$ cat src/rtl/pipelined_csel_adder_if.sv
// Handshake and operand/result bundle for the pipelined carry-select adder.
interface pipelined_csel_adder_if #(
  parameter int unsigned WIDTH = 32
);
  logic             in_valid;
  logic             in_ready;
  logic [WIDTH-1:0] a;
  logic [WIDTH-1:0] b;
  logic             cin;
  logic             sub;
  logic             out_valid;
  logic             out_ready;
  logic [WIDTH-1:0] sum;
  logic             cout;
  logic             ovf;

  modport master (
    output in_valid, a, b, cin, sub, out_ready,
    input  in_ready, out_valid, sum, cout, ovf
  );

  modport slave (
    input  in_valid, a, b, cin, sub, out_ready,
    output in_ready, out_valid, sum, cout, ovf
  );
endinterface

$ cat src/rtl/pipelined_csel_adder.sv
// Pipelined carry-select adder/subtractor: one BLOCK-bit carry-select block per
// stage, all stages advancing together under a single valid/ready enable.
module pipelined_csel_adder #(
  parameter int unsigned WIDTH = 32,
  parameter int unsigned BLOCK = 8
) (
  input logic                  clk,
  input logic                  rst_n,
  pipelined_csel_adder_if.slave bus
);
  localparam int unsigned STAGES = WIDTH / BLOCK;
  localparam int unsigned SW     = BLOCK + 1;

  logic             adv_c;
  logic [WIDTH-1:0] b_eff_c;
  logic             c_eff_c;

  assign adv_c   = !bus.out_valid || bus.out_ready;
  assign b_eff_c = bus.b ^ {WIDTH{bus.sub}};
  assign c_eff_c = bus.cin ^ bus.sub;

  for (genvar k = 0; k < STAGES; k++) begin : g_stg
    localparam int unsigned IN   = WIDTH - k * BLOCK;
    localparam int unsigned DONE = (k + 1) * BLOCK;
    localparam int unsigned REM  = WIDTH - DONE;

    logic [IN-1:0]   a_src;
    logic [IN-1:0]   b_src;
    logic            c_src;
    logic            v_src;
    logic [DONE-1:0] res_d;
    logic [SW-1:0]   s0_c;
    logic [SW-1:0]   s1_c;
    logic [SW-1:0]   sel_c;
    logic            vld_q;
    logic            cry_q;
    logic [DONE-1:0] res_q;

    // Stage inputs: fresh operands at stage 0, otherwise the previous stage's registers.
    if (k == 0) begin : g_first
      assign a_src = bus.a;
      assign b_src = b_eff_c;
      assign c_src = c_eff_c;
      assign v_src = bus.in_valid;
      assign res_d = sel_c[BLOCK-1:0];
    end else begin : g_next
      assign a_src = g_stg[k-1].g_ops.a_q;
      assign b_src = g_stg[k-1].g_ops.b_q;
      assign c_src = g_stg[k-1].cry_q;
      assign v_src = g_stg[k-1].vld_q;
      assign res_d = {sel_c[BLOCK-1:0], g_stg[k-1].res_q};
    end

    // Both carry hypotheses computed in parallel; the incoming carry only drives the mux.
    assign s0_c  = {1'b0, a_src[BLOCK-1:0]} + {1'b0, b_src[BLOCK-1:0]};
    assign s1_c  = {1'b0, a_src[BLOCK-1:0]} + {1'b0, b_src[BLOCK-1:0]} + SW'(1);
    assign sel_c = c_src ? s1_c : s0_c;

    always_ff @(posedge clk or negedge rst_n) begin
      if (!rst_n) begin
        vld_q <= 1'b0;
        cry_q <= 1'b0;
        res_q <= '0;
      end else if (adv_c) begin
        vld_q <= v_src;
        cry_q <= sel_c[BLOCK];
        res_q <= res_d;
      end
    end

    // Operand bits not yet consumed travel down with the partial result.
    if (REM > 0) begin : g_ops
      logic [REM-1:0] a_q;
      logic [REM-1:0] b_q;

      always_ff @(posedge clk or negedge rst_n) begin
        if (!rst_n) begin
          a_q <= '0;
          b_q <= '0;
        end else if (adv_c) begin
          a_q <= a_src[IN-1:BLOCK];
          b_q <= b_src[IN-1:BLOCK];
        end
      end
    end

    // Carry into the MSB is recovered from sum ^ a ^ b of the top bit.
    if (k == STAGES - 1) begin : g_last
      logic ovf_q;

      always_ff @(posedge clk or negedge rst_n) begin
        if (!rst_n) begin
          ovf_q <= 1'b0;
        end else if (adv_c) begin
          ovf_q <= sel_c[BLOCK-1] ^ a_src[BLOCK-1] ^ b_src[BLOCK-1] ^ sel_c[BLOCK];
        end
      end
    end
  end

  assign bus.in_ready  = adv_c;
  assign bus.out_valid = g_stg[STAGES-1].vld_q;
  assign bus.sum       = g_stg[STAGES-1].res_q;
  assign bus.cout      = g_stg[STAGES-1].cry_q;
  assign bus.ovf       = g_stg[STAGES-1].g_last.ovf_q;
endmodule
$ cat src/flat_wrapper.sv
// flat-port wrapper written by rule: the top's interface ports become plain ports
module pipelined_csel_adder_flat 
#(
  parameter int unsigned WIDTH = 32,
  parameter int unsigned BLOCK = 8
)
  (clk, rst_n, bus_in_valid, bus_a, bus_b, bus_cin, bus_sub, bus_out_ready, bus_in_ready, bus_out_valid, bus_sum, bus_cout, bus_ovf);
  pipelined_csel_adder_if #(.WIDTH(WIDTH)) bus_i ();
  input logic clk;
  input logic rst_n;
  input wire logic [$bits(bus_i.in_valid)-1:0] bus_in_valid;
  input wire logic [$bits(bus_i.a)-1:0] bus_a;
  input wire logic [$bits(bus_i.b)-1:0] bus_b;
  input wire logic [$bits(bus_i.cin)-1:0] bus_cin;
  input wire logic [$bits(bus_i.sub)-1:0] bus_sub;
  input wire logic [$bits(bus_i.out_ready)-1:0] bus_out_ready;
  output wire logic [$bits(bus_i.in_ready)-1:0] bus_in_ready;
  output wire logic [$bits(bus_i.out_valid)-1:0] bus_out_valid;
  output wire logic [$bits(bus_i.sum)-1:0] bus_sum;
  output wire logic [$bits(bus_i.cout)-1:0] bus_cout;
  output wire logic [$bits(bus_i.ovf)-1:0] bus_ovf;
  assign bus_i.in_valid = bus_in_valid;
  assign bus_i.a = bus_a;
  assign bus_i.b = bus_b;
  assign bus_i.cin = bus_cin;
  assign bus_i.sub = bus_sub;
  assign bus_i.out_ready = bus_out_ready;
  assign bus_in_ready = bus_i.in_ready;
  assign bus_out_valid = bus_i.out_valid;
  assign bus_sum = bus_i.sum;
  assign bus_cout = bus_i.cout;
  assign bus_ovf = bus_i.ovf;
  pipelined_csel_adder #(.WIDTH(WIDTH), .BLOCK(BLOCK)) u_core (.clk(clk), .rst_n(rst_n), .bus(bus_i));
endmodule
$ cat config.mk
export PLATFORM = sky130hd
export DESIGN_NAME = pipelined_csel_adder_flat
export DESIGN_NICKNAME = d
export VERILOG_FILES = /design/src/rtl/pipelined_csel_adder_if.sv /design/src/rtl/pipelined_csel_adder.sv /design/src/flat_wrapper.sv
export SDC_FILE = /design/constraint.sdc
export NUM_CORES = 1
export LEC_CHECK = 0
export CAP_MARGIN = 20
export CORE_ASPECT_RATIO = 0.8
export CORE_MARGIN = 5
export CORE_UTILIZATION = 33
export DETAILED_ROUTE_END_ITERATION = 6
export GPL_ROUTABILITY_DRIVEN = 1
export MAX_ROUTING_LAYER = met4
export SLEW_MARGIN = 20
export SYNTH_ARGS = -nofsm -noshare
export SYNTH_HDL_FRONTEND = slang
export SYNTH_SLANG_ARGS = --single-unit
export TNS_END_PERCENT = 100
$ cat constraint.sdc
create_clock -name clk -period 3.5 [get_ports clk]
set_clock_uncertainty 0.2 [all_clocks]
set_input_delay 0.525 -clock clk [delete_from_list [all_inputs] [get_ports clk]]
set_output_delay 0.525 -clock clk [all_outputs]
set_load 0.005 [all_outputs]
==> impl_summary.txt <==
----------------------------------------------------
[Route]
  Violation count after the first detailed-route iteration ... ~290
  Number of iterations in the first detailed-routing pass ... 4
  Number of vias per cell ... approximately 4.5
  Routed vias ... 6462
  DRC violation count after routing ... 0
  Wire length on met2 ... 8.07 mm
  Final wirelength ... 18.6 mm
  Met3 Wirelength ... approximately 590 um
  Per-cell routed wire length ... around 13 um
  M1 WL ... just under 10 mm
  Antenna-violating nets left ... 0
  Top routing layer in use ... met4

[Cells and area]
  Area delta synth->final ... 23.2%
  Share of layout cells above drive strength 1 ... 0.0459
  Fin cells ... approximately 1400
  Final nets ... roughly 1200
  Post-route standard cell area excluding fillers ... 10900 um2

[Floorplan]
  # IOs ... about 110
  Die footprint ... between 30000 and 40000 um2
  Vertical die dimension ... around 160 um
  Starting Density ... 0.336
  Std-Cell Rows ... 53
  Horizontal die dimension ... 193 um
  Total core area ... roughly 26000 um2

[Global route]
  First-pass GRT wire length ... 31.5 mm
  Number of global-route vias before repair ... around 6400
  Overall track demand over capacity in global routing ... 0.132
  Largest net degree at the start of global routing ... 218
  Number of antenna violations at the first check in global routing ... 0
  Overflow after GRT ... 0

[Place]
  Placed Cells incl. Taps ... roughly 1400
  Cell area after placement ... 10300 um2
  HPWL after detailed placement ... 12.7 mm
  Global placer's final weighted congestion ... 0.776
  Count of input and output buffers ... roughly 110

[Worst setup path]
  Critical path startpoint category ... flop
  Worst-path cell with the longest stage delay ... fa_1
  Arrival time of data at the critical path endpoint ... between 3 and 4 ns
  Worst Setup Path Type ... reg2reg
  CP Data Required Time ... between 3 and 4 ns
  Critical path's most frequent cell ... a21oi_1
  Largest incremental delay on the critical path ... ~0.43 ns
  End of the worst register-to-register path ... u_core.bus.ovf
  Launch point of the worst reg-to-reg path ... u_core.g_stg[2].g_ops.b_q[0]
  Reg2Reg Setup Slack ... 0.50 ns
  Maximum fanout count along the critical path ... 4
  Crit-path cells ... ha_1 -> fa_1 -> a211oi_2 -> o21a_1 -> o211ai_4 -> a2111oi_2 -> xor2_1 -> a21oi_1 -> xnor2_1 -> a21oi_1
  R2r worst-path depth ... 10
  Crit path capture type ... flop

[Worst hold path]
  Count of cells along the worst hold path ... 2
  Source of the worst hold timing path ... u_core.bus.sum[20]
  Sink of the worst hold path ... u_core.bus.sum[20]
  Class of the tightest hold or removal check ... reg2reg

[Logic synthesis]
  Register bit total from synthesis ... about 190
  Part of the Yosys area used for sequential elements ... 0.524
  Largest cells by area after synthesis ... dfrtp_1, nand2_1, xnor2_1
  Leading area contributor after synthesis ... dfrtp_1
  Count of different cell masters after synthesis ... 48
  Post-synth EDFFs ... 0
  Fraction of synthesized cell area taken by the top area cell type ... 0.524
  Async set-or-reset flop fraction in the synthesized netlist ... 1.00
  Net Count, Synth ... about 1100
  Post-synthesis area per instance ... about 8.9 um2
  Warnings, synthesis ... 0
  Primary flip-flop cell chosen by synthesis mapping ... dfrtp_1
  Cell area after technology mapping ... a little under 9000 um2
  Synth Instances ... just under 1000

[Clocking]
  Number of buffers added by the clock tree synthesis step ... 17
  Number of sinks driven by the clock tree ... 185
  Number of hold-repair buffers added at the cts stage ... 1
  Buffer type at the clock tree root ... clkbuf_16
  Number of post-CTS setup repair buffers ... 0
  Later-pin clock latency in the skew report ... about 0.43 ns
  TritonCTS clock tree ... yes
  Clock buffer depth ... 2
  CTS clock-pin slew for the worst setup and hold paths ... ~0.07 ns
  Number of cells upsized or downsized after cts ... 0
  H-Tree Level Count ... 4

[Run]
  # Max-Cap Violations ... 0

[Power and ir drop]
  Power density of the placed cells ... ~910 nW/um2
  IR drop worst, VDD ... around 0.42 mV
  Static leakage ... between 5 and 6 nW
  Final Power ... about 9.9 mW

[Timing]
  Final count of negative-setup-slack endpoints ... 0
  Transition time at the pin with the least slew margin ... slightly above 0.9 ns
  Number of failing hold endpoints at the final stage ... 0
  Highest clock frequency the design can meet ... ~330 MHz
  Number of pins exceeding their max-slew limit in the final report ... 0
  Total negative slack ... 0 ns
  Rel. slew slack ... 0.397
  Unrepaired setup endpoints after global routing ... no
  Share of the clock period used by the worst path ... 0.856
  Shortest period the worst path allows ... about 3 ns

[Run status]
  Result of the run ... finished, final reports clean

----------------------------------------------------
[logic make-up after synthesis]
kind of cell | count (synthesis) | share of synthesized area
AOI/OAI and AO/OA | 122 | 0.0832
adders and majority gates | 40 | 0.0600
DFF | 185 | 0.524
xor gates and xnor gates | 82 | 0.0812
muxes | 3 | 0.00340
buffers and inverters | 60 | 0.0256
and+or+nand+nor | 496 | 0.223
[worst max-delay path by stage]
stage / startpoint / slack (ns) / cells after the start / end
2_1_floorplan: bus_sub / 0.02 / 13 / u_core.g_stg[0].res_q[7]
3_3_place_gp: bus_b[0] / 0.08 / 12 / u_core.g_stg[0].res_q[7]
3_5_place_dp: bus_b[0] / 0.07 / 12 / u_core.g_stg[0].res_q[7]
4_1_cts: u_core.g_stg[2].g_ops.b_q[0] / 0.48 / 10 / u_core.bus.ovf
5_1_grt: u_core.g_stg[2].g_ops.b_q[0] / 0.29 / 10 / u_core.bus.ovf
6_report: u_core.g_stg[2].g_ops.b_q[0] / 0.50 / 10 / u_core.bus.ovf
[per-layer routing]
| layer | up-vias | track usage |
|---|---|---|
| li1 | 3365 | - |
| met1 | 2999 | 0.186 |
| met2 | 87 | 0.195 |
| met3 | 11 | 0.0294 |
| met4 | 0 | 0.0324 |
| met5 | - | - |
[final cells by class]
type | count | area, um2
Tap cell | 357 | 447
Clock buffer | 18 | 439
Fill cell | 2693 | 15400
Sequential cell | 185 | 4630
Inverter | 15 | 58.8
Antenna cell | 1 | 2.50
Timing Repair Buffer | 115 | 1160
Clock inverter | 14 | 155
Multi-Input combinational cell | 743 | 3990
[per-stage QoR]
step	setup WS (ns)	util	hold slack [ns]
global placement	0.0790	0.391	0.249
global route	0.295	0.414	0.285
floorplan	0.0213	-	0.0294
detailed placement	0.0720	0.391	0.254
CTS	0.484	0.414	0.272
finish	0.504	0.414	0.266
[flip-flops by register name, summed over array words and instances, names as in the netlist]
| signal | cells |
|---|---|
| u_core.bus.out_valid | 1 |
| u_core.g_stg.vld_q | 3 |
| u_core.g_stg.cry_q | 3 |
| u_core.bus.ovf | 1 |
| u_core.g_stg.g_ops.a_q | 48 |
| u_core.bus.sum | 32 |
| u_core.g_stg.g_ops.b_q | 48 |
| u_core.g_stg.res_q | 48 |
| u_core.bus.cout | 1 |
[cells in the mapped netlist, drive strengths merged, types with 2 or more instances]
cell,instances
nand4,6
or2,2
a21o,8
nor3,8
nor2,25
o21ai,63
nand2b,4
clkbuf,38
a21oi,26
o31ai,4
and3,3
xor2,27
buf,7
xnor2,55
nand3,5
and4,2
nand2,427
a41oi,2
o21bai,4
o21a,5
inv,15
nor2b,4
fa,4
ha,36
dfrtp,185
mux2i,3
or3,4
[power breakdown]
| part | switching, mW | internal, mW |
|---|---|---|
| Combinational | 2.32 | 1.96 |
| Sequential | 0.543 | 3.10 |
| Clock | 0.912 | 1.03 |
[worst max-delay path, delay by kind of cell (launching register included)]
kind | cells | cell delay (ns)
fa+ha+maj | 2 | 0.67
compound gates | 6 | 1.34
xor+xnor | 2 | 0.27
flops | 1 | 0.39
[cell usage in the layout (no fill, tap or decap), types with 4 or more instances in the layout]
master,Yosys,routed
a21oi_1,26,26
dfrtp_1,185,185
o21bai_1,4,4
o21ai_0,59,59
xnor2_1,55,55
inv_1,14,14
nand3_1,5,5
nor2_1,25,25
nand2_1,427,427
nor3_1,8,8
ha_1,36,36
a21o_1,7,7
nand2b_1,4,4
clkdlybuf4s50_1,0,103
o21a_1,5,5
fa_1,4,4
o21ai_1,4,4
inv_8,0,4
clkbuf_16,0,17
inv_6,0,4
or3_1,4,4
buf_4,0,6
nand4_1,6,6
xor2_1,27,27
Note: power is estimated with default switching activity, not from simulation.
